==> src/rtl/prv32_id_ex_stage.sv <==
// prv32 ID/EX pipeline register with operand forwarding,
// load-use hazard detection and bubble counting.
module prv32_id_ex_stage #(
    parameter int XLEN  = 32,
    parameter int CNT_W = 16
) (
    input  logic              clk,
    input  logic              rst,
    input  logic              id_valid,
    input  logic [4:0]        id_rs1_addr,
    input  logic [4:0]        id_rs2_addr,
    input  logic [XLEN-1:0]   id_rs1_data,
    input  logic [XLEN-1:0]   id_rs2_data,
    input  logic [XLEN-1:0]   id_imm,
    input  logic              id_alusrc,
    input  logic [3:0]        id_alufn,
    input  logic [4:0]        id_rd_addr,
    input  logic              id_regwrite,
    input  logic              id_memread,
    input  logic              id_memwrite,
    input  logic              flush,
    input  logic [4:0]        mem_rd_addr,
    input  logic              mem_regwrite,
    input  logic [XLEN-1:0]   mem_result,
    input  logic [4:0]        wb_rd_addr,
    input  logic              wb_regwrite,
    input  logic [XLEN-1:0]   wb_result,
    output logic              stall,
    output logic              ex_valid,
    output logic [XLEN-1:0]   alu_a,
    output logic [XLEN-1:0]   alu_b,
    output logic [4:0]        alu_shamt,
    output logic [3:0]        alu_alufn,
    output logic [XLEN-1:0]   ex_store_data,
    output logic [4:0]        ex_rd_addr,
    output logic              ex_regwrite,
    output logic              ex_memread,
    output logic              ex_memwrite,
    output logic [CNT_W-1:0]  bubble_count
);

    logic [4:0]      rs1_addr_q;
    logic [4:0]      rs2_addr_q;
    logic [XLEN-1:0] rs1_data_q;
    logic [XLEN-1:0] rs2_data_q;
    logic [XLEN-1:0] imm_q;
    logic            alusrc_q;
    logic [3:0]      alufn_q;
    logic            regwrite_q;
    logic            memread_q;
    logic            memwrite_q;

    logic [XLEN-1:0] cap_rs1;
    logic [XLEN-1:0] cap_rs2;
    logic [XLEN-1:0] fwd_rs1;
    logic [XLEN-1:0] fwd_rs2;
    logic            wb_hit1;
    logic            wb_hit2;

    assign ex_regwrite = regwrite_q & ex_valid;
    assign ex_memread  = memread_q & ex_valid;
    assign ex_memwrite = memwrite_q & ex_valid;
    assign alu_alufn   = ex_valid ? alufn_q : 4'd0;

    assign stall = ex_memread & (ex_rd_addr != 5'd0) & id_valid
                 & ((ex_rd_addr == id_rs1_addr) | (ex_rd_addr == id_rs2_addr))
                 & ~flush;

    // A writeback landing this cycle is not yet visible in the regfile read
    assign wb_hit1 = wb_regwrite & (wb_rd_addr != 5'd0) & (wb_rd_addr == id_rs1_addr);
    assign wb_hit2 = wb_regwrite & (wb_rd_addr != 5'd0) & (wb_rd_addr == id_rs2_addr);
    assign cap_rs1 = wb_hit1 ? wb_result : id_rs1_data;
    assign cap_rs2 = wb_hit2 ? wb_result : id_rs2_data;

    always_comb begin
        fwd_rs1 = rs1_data_q;
        if (mem_regwrite && mem_rd_addr != 5'd0 && mem_rd_addr == rs1_addr_q)
            fwd_rs1 = mem_result;
        else if (wb_regwrite && wb_rd_addr != 5'd0 && wb_rd_addr == rs1_addr_q)
            fwd_rs1 = wb_result;
    end

    always_comb begin
        fwd_rs2 = rs2_data_q;
        if (mem_regwrite && mem_rd_addr != 5'd0 && mem_rd_addr == rs2_addr_q)
            fwd_rs2 = mem_result;
        else if (wb_regwrite && wb_rd_addr != 5'd0 && wb_rd_addr == rs2_addr_q)
            fwd_rs2 = wb_result;
    end

    assign alu_a         = fwd_rs1;
    assign alu_b         = alusrc_q ? imm_q : fwd_rs2;
    assign alu_shamt     = alu_b[4:0];
    assign ex_store_data = fwd_rs2;

    always_ff @(posedge clk) begin
        if (!rst) begin
            ex_valid     <= 1'b0;
            rs1_addr_q   <= '0;
            rs2_addr_q   <= '0;
            rs1_data_q   <= '0;
            rs2_data_q   <= '0;
            imm_q        <= '0;
            alusrc_q     <= 1'b0;
            alufn_q      <= '0;
            ex_rd_addr   <= '0;
            regwrite_q   <= 1'b0;
            memread_q    <= 1'b0;
            memwrite_q   <= 1'b0;
            bubble_count <= '0;
        end else if (flush || stall) begin
            ex_valid   <= 1'b0;
            regwrite_q <= 1'b0;
            memread_q  <= 1'b0;
            memwrite_q <= 1'b0;
            if (!flush && bubble_count != '1)
                bubble_count <= bubble_count + CNT_W'(1);
        end else begin
            ex_valid   <= id_valid;
            rs1_addr_q <= id_rs1_addr;
            rs2_addr_q <= id_rs2_addr;
            rs1_data_q <= cap_rs1;
            rs2_data_q <= cap_rs2;
            imm_q      <= id_imm;
            alusrc_q   <= id_alusrc;
            alufn_q    <= id_alufn;
            ex_rd_addr <= id_rd_addr;
            regwrite_q <= id_regwrite;
            memread_q  <= id_memread;
            memwrite_q <= id_memwrite;
        end
    end

endmodule

==> config.mk <==
export PLATFORM = sky130hd
export DESIGN_NAME = prv32_id_ex_stage
export DESIGN_NICKNAME = d
export VERILOG_FILES = /design/src/rtl/prv32_id_ex_stage.sv
export SDC_FILE = /design/constraint.sdc
export NUM_CORES = 1
export LEC_CHECK = 0
export ABC_AREA = 0
export BUFFER_PORTS_ARGS = -buffer_cell sky130_fd_sc_hd__buf_2
export CORE_MARGIN = 4
export CORE_UTILIZATION = 44
export DETAILED_ROUTE_END_ITERATION = 10
export MAX_ROUTING_LAYER = met4
export PLACE_DENSITY = 0.81
export SLEW_MARGIN = 20
export SYNTH_ARGS = -nofsm -noshare
export SYNTH_HDL_FRONTEND = slang
export SYNTH_SLANG_ARGS = --single-unit
==> constraint.sdc <==
create_clock -name clk -period 3.4 [get_ports clk]
set_input_delay 0.85 -clock clk [delete_from_list [all_inputs] [get_ports clk]]
set_output_delay 0.85 -clock clk [all_outputs]
set_load 0.01 [all_outputs]
[Word level (Yosys, flattened, before mapping)]
Cells that the tools add are included.
Storage, ports and cells
  bits in registers: 136
  input bits: 199
  logic and storage cells: 58
Cells by class
  add/subtract/negate cells: 1
  equality and inequality tests: 9
  muxes and demuxes: 8
  bitwise gates (word level): 13
  reduce and logical (&&, ||, !) cells: 14
Operator list (count)
  $mux W32: 7
  $eq A5 B5 Y1: 8
  $add A16 B1 Y16 const B: 1
  $ne A16 B16 Y1 const B: 1
  $reduce_bool A5 Y1: 3
  $and A1 B1 Y1: 10
  $logic_and A1 B1 Y1: 7
  $mux W4: 1
  $not A1 Y1: 2
  $reduce_and A2 Y1: 1
  $reduce_or A2 Y1: 1
  $logic_not A1 Y1: 1
  $logic_or A1 B1 Y1: 1
  $or A1 B1 Y1: 1

[Longest topological paths before layout]
Gate-level depths: netlist (run 1).
  depth after elaboration: 7
  mapped depth: 10
  gate-level depth less buffers: 6

[Least setup slack after synthesis (run 1)]
No wires, ideal clock.
  kind: input -> output
  from: in wb_rd_addr[1]
  to: out alu_shamt[1]
  arrival: 2.771 ns
  required time: 2.550 ns
  path slack: -0.221 ns
  stages on the path: 10
  buffers on the path: 4
  cell sequence: buf_2 -> or4_4 -> o21a_1 -> and3_1 -> buf_6 -> buf_6 -> nand2_1 -> a31oi_1 -> mux2_2 -> buf_4
On the way
  longest elaborated chain between the ends: 6
RTL lines
  start, declared: line 25  | input logic [4:0] wb_rd_addr,
  $reduce_bool A5 Y1: line 87  | else if (wb_regwrite && wb_rd_addr != 5'd0 && wb_rd_addr == rs2_addr_q)
  $logic_and A1 B1 Y1: line 87
  $logic_and A1 B1 Y1 *: line 87
  $mux W32 *: line 87
  $mux W32 *: line 85  | if (mem_regwrite && mem_rd_addr != 5'd0 && mem_rd_addr == rs2_addr_q)
  net ex_store_data[1]: line 34  | output logic [XLEN-1:0] ex_store_data,
  $mux W32 *: line 92  | assign alu_b = alusrc_q ? imm_q : fwd_rs2;
  end, declared: line 32  | output logic [4:0] alu_shamt,
Mark *: on every way through the listed nets, which the timed path passes. The rest lies on a longest branch.

[Worst setup path after layout (run 1)]
  from: in wb_rd_addr[3]
  to: out alu_b[20]
On the way
  longest elaborated chain between the ends: 6
RTL lines
  $reduce_bool A5 Y1: line 87
  $logic_and A1 B1 Y1: line 87
  $logic_and A1 B1 Y1 *: line 87
  $mux W32 *: line 87
  $mux W32 *: line 85
  $mux W32 *: line 92
  end, declared: line 31  | output logic [XLEN-1:0] alu_b,
Every way passes the cells marked *; elsewhere a longest branch is shown, timed or not.

==> results of run 1 <==
==> cells by family after synthesis <==
family / after synthesis / share of synthesized area [%]
DFF: 136 / 34.5
xor gates and xnor gates: 40 / 4.44
AOI/OAI and AO/OA: 196 / 15.5
buffers and inverters: 95 / 6.07
and+or+nand+nor: 369 / 20.6
muxes: 144 / 18.8
adders and majority gates: 1 / 0.158
==> where the power goes <==
group	internal, mW	switching, mW
Clock	1.26	0.748
Combinational	0.593	0.581
Sequential	1.69	0.0780
==> flip-flops by register name, summed over array words and instances (netlist names), 4 cells and up <==
signal	count
ex_rd_addr	5
rs2_data_q	32
imm_q	32
rs1_addr_q	5
rs1_data_q	32
alufn_q	4
bubble_count	16
rs2_addr_q	5
==> critical path: cells and delay by family <==
family	cells	cell delay [ps]
mux	1	300
buf+inv	4	530
compound gates	2	330
simple gates	3	810
==> worst max-delay path by stage <==
stage	start	to	slack (ps)	cells after the start
2_1_floorplan	wb_rd_addr[4]	alu_shamt[1]	-130	10
3_3_place_gp	wb_rd_addr[4]	alu_b[28]	-310	9
3_5_place_dp	wb_rd_addr[4]	alu_b[24]	-370	9
4_1_cts	wb_rd_addr[3]	alu_b[24]	-180	9
5_1_grt	wb_rd_addr[4]	alu_a[9]	-310	10
6_report	wb_rd_addr[3]	alu_b[20]	-270	10
==> through the flow <==
| stage | cells | hold WS [ps] | instance area (µm²) | power [mW] | utilization (%) |
|---|---|---|---|---|---|
| finish | 1576 | 454 | 12800 | 4.95 | 73.4 |
| floorplan | 981 | 431 | 8520 | 2.31 | - |
| global placement | 1516 | 442 | 10700 | 2.70 | 61.5 |
| global route | 1575 | 472 | 12800 | 5.11 | 73.4 |
| CTS | 1555 | 456 | 12000 | 4.78 | 68.7 |
| detailed placement | 1516 | 448 | 10700 | 2.72 | 61.5 |
==> per-layer routing <==
metal / global-route usage (%) / vias to the layer above / wire (µm)
met3: 6.59 / 139 / 2480
met2: 50.2 / 488 / 17400
met5: - / - / 0
met4: 12.0 / 0 / 1820
met1: 32.6 / 4323 / 12100
li1: - / 4173 / -
==> cell usage in the layout, fill, tap and decap left out, types with 6 or more instances in the layout <==
cell type and n:
mux2i_1 107, nor2_1 88, buf_6 80, mux2_4 32
nand2_4 38, nand3_1 54, buf_2 264, nand2_2 15
buf_12 24, dfxtp_1 135, or4_1 6, nand2_1 99
clkbuf_16 20, and3_1 6, nor2_2 13, a211oi_1 65
and2_1 7, o21ai_1 32, a31oi_4 32, nand2b_1 7
o21ai_0 47, a21oi_1 8, xor2_1 13, diode_2 6
buf_4 45, xnor2_1 23, nor2_4 6
==> what timing repair did <==
action / 4_1_cts / 5_1_grt
buffers inserted: 6 / 13
resized for setup: 136 / 132
gates cloned: 3 / 3
setup endpoints to repair: 101 / 100
pin swaps: 10 / 48
==> final cells by class <==
type                    instances  area share [%]
multi-input cells             750            45.8
diodes                          6           0.117
flip-flops and latches        136            21.3
well taps                     225            2.20
inverters                       5           0.147
clock inverters                12            1.37
clock buffers                  19            3.54
repair buffers                423            25.5
==> impl_metrics.json, run 1 <==
{
  "holdPathEnd": "alufn_q[0]",
  "crit_top_cell": "buf_6",
  "synthFlopType": "dfxtp_1",
  "period_needed_ps": 3670,
  "critical_path_class": "in -> out",
  "final.setup.worst_slack_ps": -269,
  "worstPathRequired_ps": 2550,
  "cp_max_fo": 5,
  "fp.coreArea_mm2": 0.0174,
  "path_clk_slew_ps": 60,
  "postRouteAntennaNets": 0,
  "synth_nets": 1181,
  "end_kind": "output port",
  "powerDensity_mw_per_mm2": 387,
  "yosys_warnings": 0,
  "critPathArrivalTime_ps": 2820,
  "grt_max_degree": 73,
  "postCtsHoldBufs": 0,
  "io_pins": 330,
  "routed_wirelength_um": 33800,
  "slowest_stage": "or4_4",
  "syn2layout_area_growth_pct": 61.9,
  "grt_usage_pct": 29.1,
  "die_h_um": 142,
  "viasPerCell": 5.79,
  "die_area_mm2": 0.0202,
  "status": "finished, violations left",
  "clockBufferDepth": 2,
  "tightest_slew_ps": 686,
  "start_util_pct": 45.3,
  "multi_input_area_mm2": 0.00585,
  "io_buffers": 329,
  "cts.htree.levels": 4,
  "nNetsFinal": 1533,
  "ys_seq_area_share_pct": 34.5,
  "firstDrtPassIters": 5,
  "violations": "setup timing",
  "route.detailed.wl_per_inst_um": 21.5,
  "min_path_cells": 2,
  "finClkSkew_ps": 8.55,
  "synthTopCellsByCount": "nand2_1, dfxtp_1, mux2i_1",
  "synth_most_common_cell": "nand2_1",
  "drt_first_iter_violations": 589,
  "fp.dieW_um": 142,
  "drive_above_1_share_pct": 45.9,
  "drv_cap": 0,
  "num_vias": 9123,
  "finalSetupViolCount": 87,
  "antenna_found_initial": 5,
  "path_cells": "buf_6 -> or4_4 -> o21a_4 -> and3_4 -> buf_12 -> clkbuf_16 -> nand2_4 -> a31oi_4 -> mux2_4 -> buf_6",
  "syn_area_mm2": 0.00790,
  "synth_area_leaders": "dfxtp_1, mux2i_1, nand2_1",
  "rr_startpoint": "ex_rd_addr[0]",
  "post-route-period-util_pct": 108,
  "crit_path_max_incr_delay_ps": 560,
  "p_leak_nw": 5.41,
  "r2r_end": "rs2_data_q[14]",
  "grt_pass1_wl_um": 45400,
  "async_flop_share_pct": 0,
  "ys_types": 38,
  "seq_area_mm2": 0.00272,
  "grt_pass1_vias": 8718,
  "clk_latency_ps": 420,
  "clock-sinks": 136,
  "cts_buffers": 17,
  "rsz0062_at_grt": "yes",
  "row_count": 48,
  "synth_cells": 981,
  "r2r_cells": 7,
  "root_buffer": "clkbuf_16",
  "maxSlewViolCount": 0,
  "min_from": "alufn_q[0]",
  "synth_top_area_share_pct": 34.5,
  "post-dp-hpwl_um": 21300,
  "synth-edff-count": 0,
  "r2r_slack_ps": 750,
  "fmax_mhz": 273,
  "drc": 0,
  "ys_ff_latch": 136,
  "fillers": 1194,
  "slew_headroom_pct": 53.9,
  "finalHoldViolCount": 0,
  "finalSetupTns_ps": -13810,
  "ir_drop_v": 0.000365,
  "gr-total-overflow": 0,
  "synth_largest_area_cell": "dfxtp_1",
  "gp_congestion": 0.952,
  "postSynthAreaPerCell_um2": 8.05,
  "post-place-ws_ps": -366,
  "start_kind": "input pin",
  "cts_tree": "built",
  "worst_hold_path_type": "reg -> reg"
}
(Power assumes the default switching activity.)
==> inputs of run 2 (changes only) <==
--- a/config.mk
+++ b/config.mk
@@ -8,10 +8,11 @@
 export ABC_AREA = 0
 export BUFFER_PORTS_ARGS = -buffer_cell sky130_fd_sc_hd__buf_2
 export CORE_MARGIN = 4
-export CORE_UTILIZATION = 44
+export CORE_UTILIZATION = 45
+export CTS_BUF_LIST = sky130_fd_sc_hd__clkbuf_8
 export DETAILED_ROUTE_END_ITERATION = 10
 export MAX_ROUTING_LAYER = met4
-export PLACE_DENSITY = 0.81
+export PLACE_DENSITY = 0.83
 export SLEW_MARGIN = 20
 export SYNTH_ARGS = -nofsm -noshare
 export SYNTH_HDL_FRONTEND = slang
==> impl_metrics.json, run 2 (synthesis results as in run 1) <==
{
  "route.detailed.wl_per_inst_um": 20.0,
  "crit_path_max_incr_delay_ps": 550,
  "start_kind": "input pin",
  "gp_congestion": 0.958,
  "post-dp-hpwl_um": 21300,
  "postRouteAntennaNets": 0,
  "cts_tree": "built",
  "grt_pass1_vias": 8372,
  "end_kind": "output port",
  "finalSetupViolCount": 74,
  "die_area_mm2": 0.0197,
  "clockBufferDepth": 2,
  "cts.htree.levels": 4,
  "period_needed_ps": 3640,
  "fp.dieW_um": 140,
  "tightest_slew_ps": 727,
  "largestRegisters": "imm_q (32), rs1_data_q (32), rs2_data_q (32)",
  "critPathArrivalTime_ps": 2790,
  "fmax_mhz": 274,
  "post-place-ws_ps": -349,
  "p_leak_nw": 5.12,
  "post-route-period-util_pct": 107,
  "path_cells": "buf_6 -> or4_4 -> o21a_4 -> and3_4 -> clkbuf_16 -> nand2_4 -> a31oi_4 -> mux2_4 -> buf_6",
  "die_h_um": 140,
  "antenna_found_initial": 2,
  "layout.cells.non_filler": 1567,
  "drc": 0,
  "firstDrtPassIters": 6,
  "gr-total-overflow": 0,
  "io_buffers": 329,
  "finClkSkew_ps": 16.2,
  "ir_drop_v": 0.000253,
  "final_common_cell": "buf_2",
  "finalHoldViolCount": 0,
  "powerDensity_mw_per_mm2": 352,
  "syn2layout_area_growth_pct": 55.8,
  "cts_buffers": 17,
  "fp.coreArea_mm2": 0.0172,
  "final_area_mm2": 0.0123,
  "clock-sinks": 136,
  "worstPathRequired_ps": 2550,
  "grt_usage_pct": 28.7,
  "violations": "setup timing",
  "rsz0062_at_grt": "yes",
  "status": "finished, violations left",
  "io_pins": 330,
  "slew_headroom_pct": 51.5,
  "final.setup.worst_slack_ps": -243,
  "routed_wirelength_um": 31400,
  "worst_hold_slack_ps": 455,
  "crit_top_cell": "buf_6",
  "start_util_pct": 45.8,
  "slowest_stage": "or4_4",
  "root_buffer": "clkbuf_8",
  "layout_common_cells": "buf_2, dfxtp_1, nand2_1",
  "grt_max_degree": 95,
  "finalSetupTns_ps": -8100,
  "clk_latency_ps": 450,
  "critical_path_class": "in -> out",
  "cp_max_fo": 6,
  "drive_above_1_share_pct": 46.6,
  "drv_cap": 0,
  "viasPerCell": 5.72,
  "maxSlewViolCount": 0,
  "row_count": 48,
  "path_clk_slew_ps": 80,
  "drt_first_iter_violations": 623,
  "placed_cells": 1518,
  "postCtsHoldBufs": 0,
  "place_area_mm2": 0.0107,
  "num_vias": 8968,
  "worst_hold_path_type": "reg -> reg",
  "nNetsFinal": 1526,
  "grt_pass1_wl_um": 44600
}
run 2: cell count changes in the layout (fill, tap and decap cells not counted), sizes merged:
cell,before,now
buf,419,411
bufbuf,1,0
bufinv,4,3
clkbuf,22,23
clkinv,5,6
clkinvlp,3,2
diode,6,3
inv,5,8
run 2: metrics by stage:
step | power, mW | utilization (%)
final | 4.33 | 71.4
after global routing | 4.50 | 71.4
after CTS | 4.24 | 67.9
after detailed placement | 2.73 | 62.1
after global placement | 2.71 | 62.1
after floorplan | 2.31 | -
run 2: final timing paths:
| kind | end | slack, ps | startpoint | depth (start not counted) |
|---|---|---|---|---|
| worst max register to register | rs2_data_q[16] | 720 | ex_rd_addr[0] | 6 |
| worst max-delay path | alu_b[13] | -240 | wb_rd_addr[3] | 9 |
| worst min-delay path | alufn_q[3] | 460 | alufn_q[3] | 2 |
| worst min register to register | alufn_q[3] | 460 | alufn_q[3] | 2 |
run 2: power by group:
| part | internal [mW] | total [mW] | switching, mW |
|---|---|---|---|
| registers | 1.68 | 1.75 | 0.0696 |
| clock network | 0.751 | 1.46 | 0.705 |
| logic | 0.559 | 1.12 | 0.565 |
run 2: critical path, delay by kind of cell:
family	cells	cell delay, ps
buf+inv	3	420
mux	1	300
simple gates	3	870
compound gates	2	350
run 2: area by class of cell:
| cell class | count | area (µm²) |
|---|---|---|
| diodes | 3 | 7.51 |
| clock buffers | 18 | 248 |
| clock inverters | 14 | 173 |
| fillers | 1263 | 4930 |
| inverters | 5 | 18.8 |
| multi-input cells | 750 | 5840 |
| flip-flops and latches | 136 | 2720 |
| well taps | 225 | 282 |
| repair buffers | 416 | 3010 |
run 2: routing by layer:
| metal | track usage (%) | vias up | routed length [µm] |
|---|---|---|---|
| li1 | - | 4157 | - |
| met1 | 34.8 | 4242 | 12500 |
| met2 | 47.5 | 451 | 15400 |
| met3 | 5.22 | 118 | 2050 |
| met4 | 11.3 | 0 | 1390 |
| met5 | - | - | 0 |
run 2: timing repair:
item / CTS / global route
resized for setup: 152 / 95
pin swaps: 17 / 23
gates cloned: 1 / 5
hold endpoints to repair: 0 / 0
buffers inserted: 5 / 5
setup endpoints to repair: 101 / 95
==> inputs of run 3 (changes only) <==
--- a/config.mk
+++ b/config.mk
@@ -11,7 +11,6 @@
 export CORE_UTILIZATION = 45
 export CTS_BUF_LIST = sky130_fd_sc_hd__clkbuf_8
 export DETAILED_ROUTE_END_ITERATION = 10
-export MAX_ROUTING_LAYER = met4
 export PLACE_DENSITY = 0.83
 export SLEW_MARGIN = 20
 export SYNTH_ARGS = -nofsm -noshare
==> impl_metrics.json, run 3 (synthesis results as in run 1) <==
{
  "start_kind": "input pin",
  "maxSlewViolCount": 0,
  "fp.coreArea_mm2": 0.0172,
  "cts.htree.levels": 4,
  "rr_startpoint": "ex_rd_addr[0]",
  "multi_input_area_mm2": 0.00573,
  "die_h_um": 140,
  "io_buffers": 329,
  "place_area_mm2": 0.0108,
  "finalHoldViolCount": 0,
  "final_common_cell": "buf_2",
  "root_buffer": "clkbuf_8",
  "firstDrtPassIters": 5,
  "viasPerCell": 5.60,
  "finClkSkew_ps": 20.8,
  "r2r_cells": 6,
  "clockBufferDepth": 2,
  "cp_top_family": "simple AND/OR/NAND/NOR gates",
  "post-place-ws_ps": -349,
  "violations": "setup timing",
  "cts_tree": "built",
  "end_kind": "output port",
  "clock-sinks": 136,
  "drive_above_1_share_pct": 46.3,
  "drv_cap": 0,
  "grt_max_degree": 88,
  "drc": 0,
  "critPathArrivalTime_ps": 2750,
  "seq_area_mm2": 0.00273,
  "worst_hold_path_type": "reg -> reg",
  "fillers": 1251,
  "critical_path_class": "in -> out",
  "num_vias": 8823,
  "postRouteAntennaNets": 0,
  "p_leak_nw": 5.12,
  "fmax_mhz": 278,
  "final.setup.worst_slack_ps": -200,
  "worstPathRequired_ps": 2550,
  "powerDensity_mw_per_mm2": 363,
  "min_from": "alufn_q[1]",
  "path_clk_slew_ps": 80,
  "row_count": 48,
  "nNetsFinal": 1535,
  "tightest_slew_ps": 651,
  "routed_wirelength_um": 30700,
  "crit_start": "wb_rd_addr[4]",
  "r2r_slack_ps": 740,
  "slowest_stage": "or4_4",
  "path_cells": "buf_6 -> or4_4 -> o21a_1 -> and3_4 -> buf_12 -> nand2_1 -> a31oi_1 -> mux2_4 -> buf_2",
  "grt_pass1_vias": 8728,
  "r2r_end": "rs1_data_q[15]",
  "endpoint": "alu_b[8]",
  "largestRegisters": "imm_q (32), rs1_data_q (32), rs2_data_q (32)",
  "slew_headroom_pct": 56.5,
  "ir_drop_v": 0.000279,
  "crit_path_max_incr_delay_ps": 540,
  "finalSetupTns_ps": -7280,
  "io_pins": 330,
  "post-dp-hpwl_um": 21100,
  "cp_max_fo": 8,
  "layout_common_cells": "buf_2, dfxtp_1, nand2_1",
  "syn2layout_area_growth_pct": 54.1,
  "rsz0062_at_grt": "yes",
  "gp_congestion": 0.951,
  "post-route-period-util_pct": 106,
  "postCtsHoldBufs": 0,
  "antenna_found_initial": 2,
  "fin_util_pct": 70.6,
  "finalSetupViolCount": 73,
  "drt_first_iter_violations": 550,
  "grt_usage_pct": 29.3,
  "path_buf_inv": 3,
  "fp.dieW_um": 140,
  "gr-total-overflow": 0,
  "start_util_pct": 45.8,
  "cts_buffers": 17,
  "grt_pass1_wl_um": 46200,
  "status": "finished, violations left",
  "period_needed_ps": 3600,
  "final_area_mm2": 0.0122,
  "cp_num_cells": 9,
  "die_area_mm2": 0.0197,
  "clk_latency_ps": 460,
  "route.detailed.wl_per_inst_um": 19.5
}
## run 3: changes by cell type in the layout (fill, tap and decap cells not counted), moves of 8 or more
cell / change
buf_2: +16
nor2_2: +9
nand2_1: +8
o21ai_1: -13
buf_6: -12
nor2_1: +10
nor2_4: -19
## run 3: through the flow
step | total power, mW | instances | hold WS (ps)
2_1_floorplan | 2.31 | 981 | 431
3_3_place_gp | 2.71 | 1525 | 441
3_5_place_dp | 2.73 | 1525 | 449
4_1_cts | 4.39 | 1569 | 462
5_1_grt | 4.59 | 1575 | 482
6_report | 4.42 | 1575 | 460
## run 3: worst min path at each step
stage | to | slack (ps) | cells after the start
2_1_floorplan | alufn_q[0] | 430 | 2
3_3_place_gp | alufn_q[1] | 440 | 2
3_5_place_dp | alufn_q[2] | 450 | 2
4_1_cts | alufn_q[1] | 460 | 2
5_1_grt | alufn_q[2] | 480 | 2
6_report | alufn_q[1] | 460 | 2
## run 3: power by group
part	internal, mW	switching [mW]	total, mW
registers	1.68	0.0682	1.75
clock network	0.876	0.703	1.58
logic	0.541	0.545	1.09
## run 3: layer usage
metal | vias up | track usage [%] | wire (µm)
met2 | 430 | 50.2 | 15300
met4 | 0 | 13.6 | 1100
met1 | 4151 | 35.3 | 12100
met5 | - | 0 | 0
li1 | 4163 | - | -
met3 | 79 | 5.77 | 2190
## run 3: layout make-up
class / count / share of cell area, %
antenna: 2 / 0.0411
clock buffer: 17 / 1.92
clock inverter: 15 / 1.85
inverter: 5 / 0.154
multi-input combinational: 750 / 47.1
sequential: 136 / 22.4
tap: 225 / 2.31
timing repair buffer: 425 / 24.3
## run 3: timing repair
action	in CTS	in global routing
pin swaps	18	14
cloned	3	1
endpoints found under the setup margin	98	98
buffers inserted	9	9
endpoints found under the hold margin	0	0
resized for setup	149	55
## run 3: tightest hold or removal path: cells and delay by family (launching register included)
kind               cells  cell delay, ps
DFF                    1             310
and+or+nand+nor        1              50
AOI/OAI and AO/OA      1              60
